## src/rtl/spi_reg_ctrl.sv

```systemverilog
// -----------------------------------------------------------------------------
// spi_reg_ctrl
//   Command sequencer sitting behind spi_slave. The first byte of every nss
//   frame is a command: bit 7 selects read (1) or write (0), bits 6:0 give the
//   start address. The following bytes are streamed to (write) or fetched
//   from (read) a simple register bus, and the address auto-increments with
//   wrap-around after every transfer.
//
// Ports
//   clk_i        system clock
//   rst_i        asynchronous active-high reset
//   nss_i        raw SPI chip select (active low), synchronised here
//   byte_stb_i   one-cycle pulse per completed SPI byte (clk_i domain)
//   rx_data_i    received byte, valid with byte_stb_i
//   tx_data_o    next byte to shift out (to spi_slave data_i)
//   tx_ld_o      one-cycle pulse whenever tx_data_o is updated
//   reg_addr_o   register bus address (held between strobes)
//   reg_wdata_o  register bus write data (held between strobes)
//   reg_we_o     one-cycle write strobe
//   reg_re_o     one-cycle read strobe
//   reg_rdata_i  register read data, sampled in the cycle reg_re_o is high
//   busy_o       high while synchronised nss is low
//   err_o        sticky overrun flag, cleared at the start of the next frame
// -----------------------------------------------------------------------------
module spi_reg_ctrl #(
  parameter int                ADDR_W = 7,
  parameter int                DATA_W = 8,
  parameter logic [DATA_W-1:0] STATUS = 8'hA5
) (
  input  logic              clk_i,
  input  logic              rst_i,
  input  logic              nss_i,
  input  logic              byte_stb_i,
  input  logic [DATA_W-1:0] rx_data_i,
  output logic [DATA_W-1:0] tx_data_o,
  output logic              tx_ld_o,
  output logic [ADDR_W-1:0] reg_addr_o,
  output logic [DATA_W-1:0] reg_wdata_o,
  output logic              reg_we_o,
  output logic              reg_re_o,
  input  logic [DATA_W-1:0] reg_rdata_i,
  output logic              busy_o,
  output logic              err_o
);

  localparam logic [2:0] IDLE    = 3'd0;
  localparam logic [2:0] CMD     = 3'd1;
  localparam logic [2:0] RD_WAIT = 3'd2;
  localparam logic [2:0] RD      = 3'd3;
  localparam logic [2:0] WR      = 3'd4;

  // nss synchroniser and edge detect
  logic nss_meta_q;
  logic nss_s_q;
  logic nss_prev_q;
  logic nss_fall_q;
  logic nss_fall_d;
  logic nss_rise_q;
  logic nss_rise_d;

  // sequencer state
  logic [2:0]        state_q,     state_d;
  logic [ADDR_W-1:0] addr_q,      addr_d;
  logic [ADDR_W-1:0] reg_addr_q,  reg_addr_d;
  logic [DATA_W-1:0] reg_wdata_q, reg_wdata_d;
  logic              reg_we_q,    reg_we_d;
  logic              reg_re_q,    reg_re_d;
  logic [DATA_W-1:0] tx_data_q,   tx_data_d;
  logic              tx_ld_q,     tx_ld_d;
  logic              busy_q,      busy_d;
  logic              err_q,       err_d;

  // Edge detects on the synchronised chip select
  always_comb begin
    nss_fall_d = nss_prev_q & ~nss_s_q;
    nss_rise_d = ~nss_prev_q & nss_s_q;
  end

  // Two-flop synchroniser plus registered edge pulses; the chain resets to the
  // idle-high level so leaving reset never fakes a falling edge
  always_ff @(posedge clk_i or posedge rst_i) begin
    if (rst_i) begin
      nss_meta_q <= 1'b1;
      nss_s_q    <= 1'b1;
      nss_prev_q <= 1'b1;
      nss_fall_q <= 1'b0;
      nss_rise_q <= 1'b0;
    end else begin
      nss_meta_q <= nss_i;
      nss_s_q    <= nss_meta_q;
      nss_prev_q <= nss_s_q;
      nss_fall_q <= nss_fall_d;
      nss_rise_q <= nss_rise_d;
    end
  end

  // Next-state and output decode for the command sequencer
  always_comb begin
    state_d     = state_q;
    addr_d      = addr_q;
    reg_addr_d  = reg_addr_q;
    reg_wdata_d = reg_wdata_q;
    reg_we_d    = 1'b0;
    reg_re_d    = 1'b0;
    tx_data_d   = tx_data_q;
    tx_ld_d     = 1'b0;
    err_d       = err_q;
    busy_d      = ~nss_s_q;

    if (nss_rise_q) begin
      // End of frame beats everything, including a byte strobe in the same
      // cycle and a fetch that has not yet been loaded into tx_data.
      state_d   = IDLE;
      tx_data_d = STATUS;
    end else begin
      case (state_q)
        IDLE: begin
          tx_data_d = STATUS;
          if (nss_fall_q) begin
            state_d = CMD;
            err_d   = 1'b0;
            tx_ld_d = 1'b1;
          end else begin
            state_d = IDLE;
          end
        end

        CMD: begin
          if (byte_stb_i) begin
            addr_d = rx_data_i[ADDR_W-1:0];
            if (rx_data_i[DATA_W-1]) begin
              reg_re_d   = 1'b1;
              reg_addr_d = rx_data_i[ADDR_W-1:0];
              state_d    = RD_WAIT;
            end else begin
              state_d = WR;
            end
          end else begin
            state_d = CMD;
          end
        end

        RD_WAIT: begin
          // reg_re_o is high in this cycle, so reg_rdata_i is captured here
          tx_data_d = reg_rdata_i;
          tx_ld_d   = 1'b1;
          addr_d    = addr_q + ADDR_W'(1);
          state_d   = RD;
          if (byte_stb_i) begin
            // Master clocked a byte before the fetch finished: drop it
            err_d = 1'b1;
          end else begin
            err_d = err_q;
          end
        end

        RD: begin
          if (byte_stb_i) begin
            reg_re_d   = 1'b1;
            reg_addr_d = addr_q;
            state_d    = RD_WAIT;
          end else begin
            state_d = RD;
          end
        end

        WR: begin
          if (byte_stb_i) begin
            reg_we_d    = 1'b1;
            reg_addr_d  = addr_q;
            reg_wdata_d = rx_data_i;
            addr_d      = addr_q + ADDR_W'(1);
          end else begin
            addr_d = addr_q;
          end
          state_d = WR;
        end

        default: begin
          state_d   = IDLE;
          tx_data_d = STATUS;
        end
      endcase
    end
  end

  // Sequencer state and registered outputs
  always_ff @(posedge clk_i or posedge rst_i) begin
    if (rst_i) begin
      state_q     <= IDLE;
      addr_q      <= '0;
      reg_addr_q  <= '0;
      reg_wdata_q <= '0;
      reg_we_q    <= 1'b0;
      reg_re_q    <= 1'b0;
      tx_data_q   <= STATUS;
      tx_ld_q     <= 1'b0;
      busy_q      <= 1'b0;
      err_q       <= 1'b0;
    end else begin
      state_q     <= state_d;
      addr_q      <= addr_d;
      reg_addr_q  <= reg_addr_d;
      reg_wdata_q <= reg_wdata_d;
      reg_we_q    <= reg_we_d;
      reg_re_q    <= reg_re_d;
      tx_data_q   <= tx_data_d;
      tx_ld_q     <= tx_ld_d;
      busy_q      <= busy_d;
      err_q       <= err_d;
    end
  end

  assign tx_data_o   = tx_data_q;
  assign tx_ld_o     = tx_ld_q;
  assign reg_addr_o  = reg_addr_q;
  assign reg_wdata_o = reg_wdata_q;
  assign reg_we_o    = reg_we_q;
  assign reg_re_o    = reg_re_q;
  assign busy_o      = busy_q;
  assign err_o       = err_q;

endmodule

```

## config.mk

```make
export PLATFORM = sky130hd
export DESIGN_NAME = spi_reg_ctrl
export DESIGN_NICKNAME = d
export VERILOG_FILES = /design/src/rtl/spi_reg_ctrl.sv
export SDC_FILE = /design/constraint.sdc
export NUM_CORES = 1
export LEC_CHECK = 0
export BUFFER_PORTS_ARGS = -buffer_cell sky130_fd_sc_hd__buf_2
export CORE_ASPECT_RATIO = 2
export CORE_MARGIN = 5
export CORE_UTILIZATION = 57
export CTS_CLUSTER_DIAMETER = 200
export DETAILED_ROUTE_END_ITERATION = 8
export PLACE_DENSITY = 0.93
export SYNTH_ARGS = -nofsm -noshare
export SYNTH_HDL_FRONTEND = slang
export SYNTH_SLANG_ARGS = --single-unit
export TNS_END_PERCENT = 5
```

## constraint.sdc

```tcl
create_clock -name clk_i -period 3.95 [get_ports clk_i]
set_clock_uncertainty 0.05 [all_clocks]
set_input_delay 0 -clock clk_i [delete_from_list [all_inputs] [get_ports clk_i]]
set_output_delay 0 -clock clk_i [all_outputs]
set_load 0.005 [all_outputs]
```

==> impl_metrics.ini <==
[route]
vias_per_cell = 5.49
drt_wl_total_microns = 4430
wire_per_inst_microns = 15.6
first_pass_iters = 4
vias = 1560
drc = 0
drtIter0Drc = 30
ant_nets = 0

[placement]
portBuffers = 47
place.gp.congestion = 0.805
dpl.hpwl_microns = 3080

[layout]
final_cell_mix = buf_2 (47), dfrtp_1 (36), mux2_2 (14)
areaGrowthSynthToFinish_pct = 24.1
antennaDiodeCount = 0
final_common_cell = buf_2
final_nets = 255
drive_above_1_share_pct = 39.1

[synthesis]
synth.top_cell.area_share_pct = 43.6
yosysTopAreaCell = dfrtp_1
yosysWarningCount = 0
ys_async_sr_fraction_pct = 100
syn_area_sq_mm = 0.00206
synth_area_leaders = dfrtp_1 (44%), dfstp_2 (8.9%), mux2_2 (7.6%)
synth_nets = 195
synth-edff-count = 0
ys_types = 45
syn_avg_cell_area_sq_um = 11.9
ys_seq_elements = 43
synthCells = 174
ys_seq_area_share_pct = 52.5
ys.flop_type = dfrtp_1

[global_route]
grt_max_degree = 44
grt_pass1_vias = 1614
antenna_found_initial = 0
globalRouteTotalUtil_pct = 19.5
gr-total-overflow = 0
grt_pass1_wl_microns = 7090

[cts]
hold_buffers = 11
clk_pin_slew_ns = 0.09
cts_resized = 0
cts-htree-levels = 2
tritoncts = built
postCtsSetupBuffers = 0
cts_sinks = 43
cts_made_buffers = 5
clkLatencyLatePin_ns = 0.30
cts_root_buffer = clkbuf_8
clockBufferDepth = 2

[hold_path]
hp-class = in -> reg

[critical_path]
cp-end-kind = register
cp-start-kind = register
criticalPathCategory = reg -> reg
critPathMaxFanout = 21
arrival_ns = 2.47
required_ns = 4.09

[timing]
finalCritPeriodShare_pct = 59.0
tightest_slew_ns = 0.774
finalSetupViolCount = 0
max_freq_mhz = 429
rsz0062_at_grt = false
drv_slew = 0
slew-limit-headroom_pct = 48.4
tns_ns = 0
min_period_ns = 2.33
hold_viol_final = 0

[die]
core_sq_mm = 0.00357
start_util_pct = 57.9
die_y_microns = 95.1
die_w_microns = 52.6
die_area_sq_mm = 0.00500
rows = 31
ios = 48

[run]
drv_cap = 0

[run_status]
status = complete, no violations

[pwr]
power_mw = 1.73
p_leak_nw = 1.20
ir_drop_v = 0.000522
p_per_area_mw_per_mm2 = 677
per-stage QoR:
step	instances	setup slack, ns	util [%]	hold WS (ns)	cell area, sq um
floorplan	174	2.23	-	-0.0455	2060
global placement	265	1.67	65.3	0.0568	2330
detailed placement	265	1.64	65.3	0.0594	2330
CTS	284	1.63	71.8	0.0178	2560
global route	284	1.44	71.8	0.0404	2560
finish	284	1.62	71.8	0.0230	2560
critical path, stage by stage (launching register included):
cell and delay (ns):
dfrtp_1 0.85, nor2b_1 0.46, a21oi_2 0.22, mux2_1 0.36, mux2_2 0.26
worst paths after layout:
path                                      start                        end  slack [ns]  cells past startpoint
setup / recovery           state_q[0]$_DFF_PP0_  reg_addr_o[6]$_DFFE_PP0P_        1.62                      4
hold / removal                   reg_rdata_i[0]   tx_data_o[0]$_DFFE_PP1P_        0.02                      4
setup reg to reg           state_q[0]$_DFF_PP0_  reg_addr_o[6]$_DFFE_PP0P_        1.62                      4
hold reg to reg            nss_meta_q$_DFF_PP1_          nss_s_q$_DFF_PP1_        0.31                      0
max in group asynchronous                 rst_i   tx_data_o[7]$_DFFE_PP1P_        3.14                      4
min in group asynchronous                 rst_i           busy_o$_DFF_PP0_        0.32                      4
flip-flops by register name (all words and copies together) (netlist names):
register and count:
reg_re_o 1, err_o 1, nss_fall_q 1, reg_wdata_o 8, state_q 3, nss_prev_q 1
reg_we_o 1, nss_s_q 1, addr_q 7, tx_ld_o 1, reg_addr_o 7, nss_rise_q 1
nss_meta_q 1, tx_data_o 8, busy_o 1
cell type report:
type	count	area [sq um]
tap	49	61.3
clock inverter	2	38.8
fill	279	1010
clock buffer	6	82.6
sequential	43	1080
timing repair buffer	59	353
inverter	9	33.8
multi-input combinational	116	907
layer usage:
layer	track usage, %	vias up	share of wire [%]
met2	36.2	38	55
li1	-	748	-
met3	4.54	13	3.7
met4	10.9	0	3.8
met5	0	-	0
met1	18.7	761	37
cells in the mapped netlist (2+ instances only):
cell type  count
dfrtp_1       36
mux2_2        14
nor2_1        12
inv_1          9
dfstp_2        7
mux2_1         7
mux2i_1        7
o22ai_1        7
a21oi_1        6
a22oi_1        6
nand2_1        6
nor2b_1        6
nand2b_1       5
a2bb2oi_1      4
nor3_1         4
o21ai_0        4
o22a_2         4
a31oi_1        2
nand3_1        2
logic make-up after synthesis:
| kind of cell | after synthesis | synth area share (%) |
|---|---|---|
| fa+ha+maj | 1 | 0.606 |
| compound gates | 41 | 14.7 |
| xor+xnor | 1 | 0.424 |
| buf+inv | 15 | 3.51 |
| simple gates | 45 | 13.3 |
| mux | 28 | 14.8 |
| flops | 43 | 52.5 |
report_power, final:
group          internal (mW)  switching (mW)  total (mW)
clock                  0.208           0.152       0.360
sequential             0.594           0.157       0.751
combinational          0.330           0.292       0.622
total                   1.13           0.601        1.73
(Power assumes the default switching activity.)
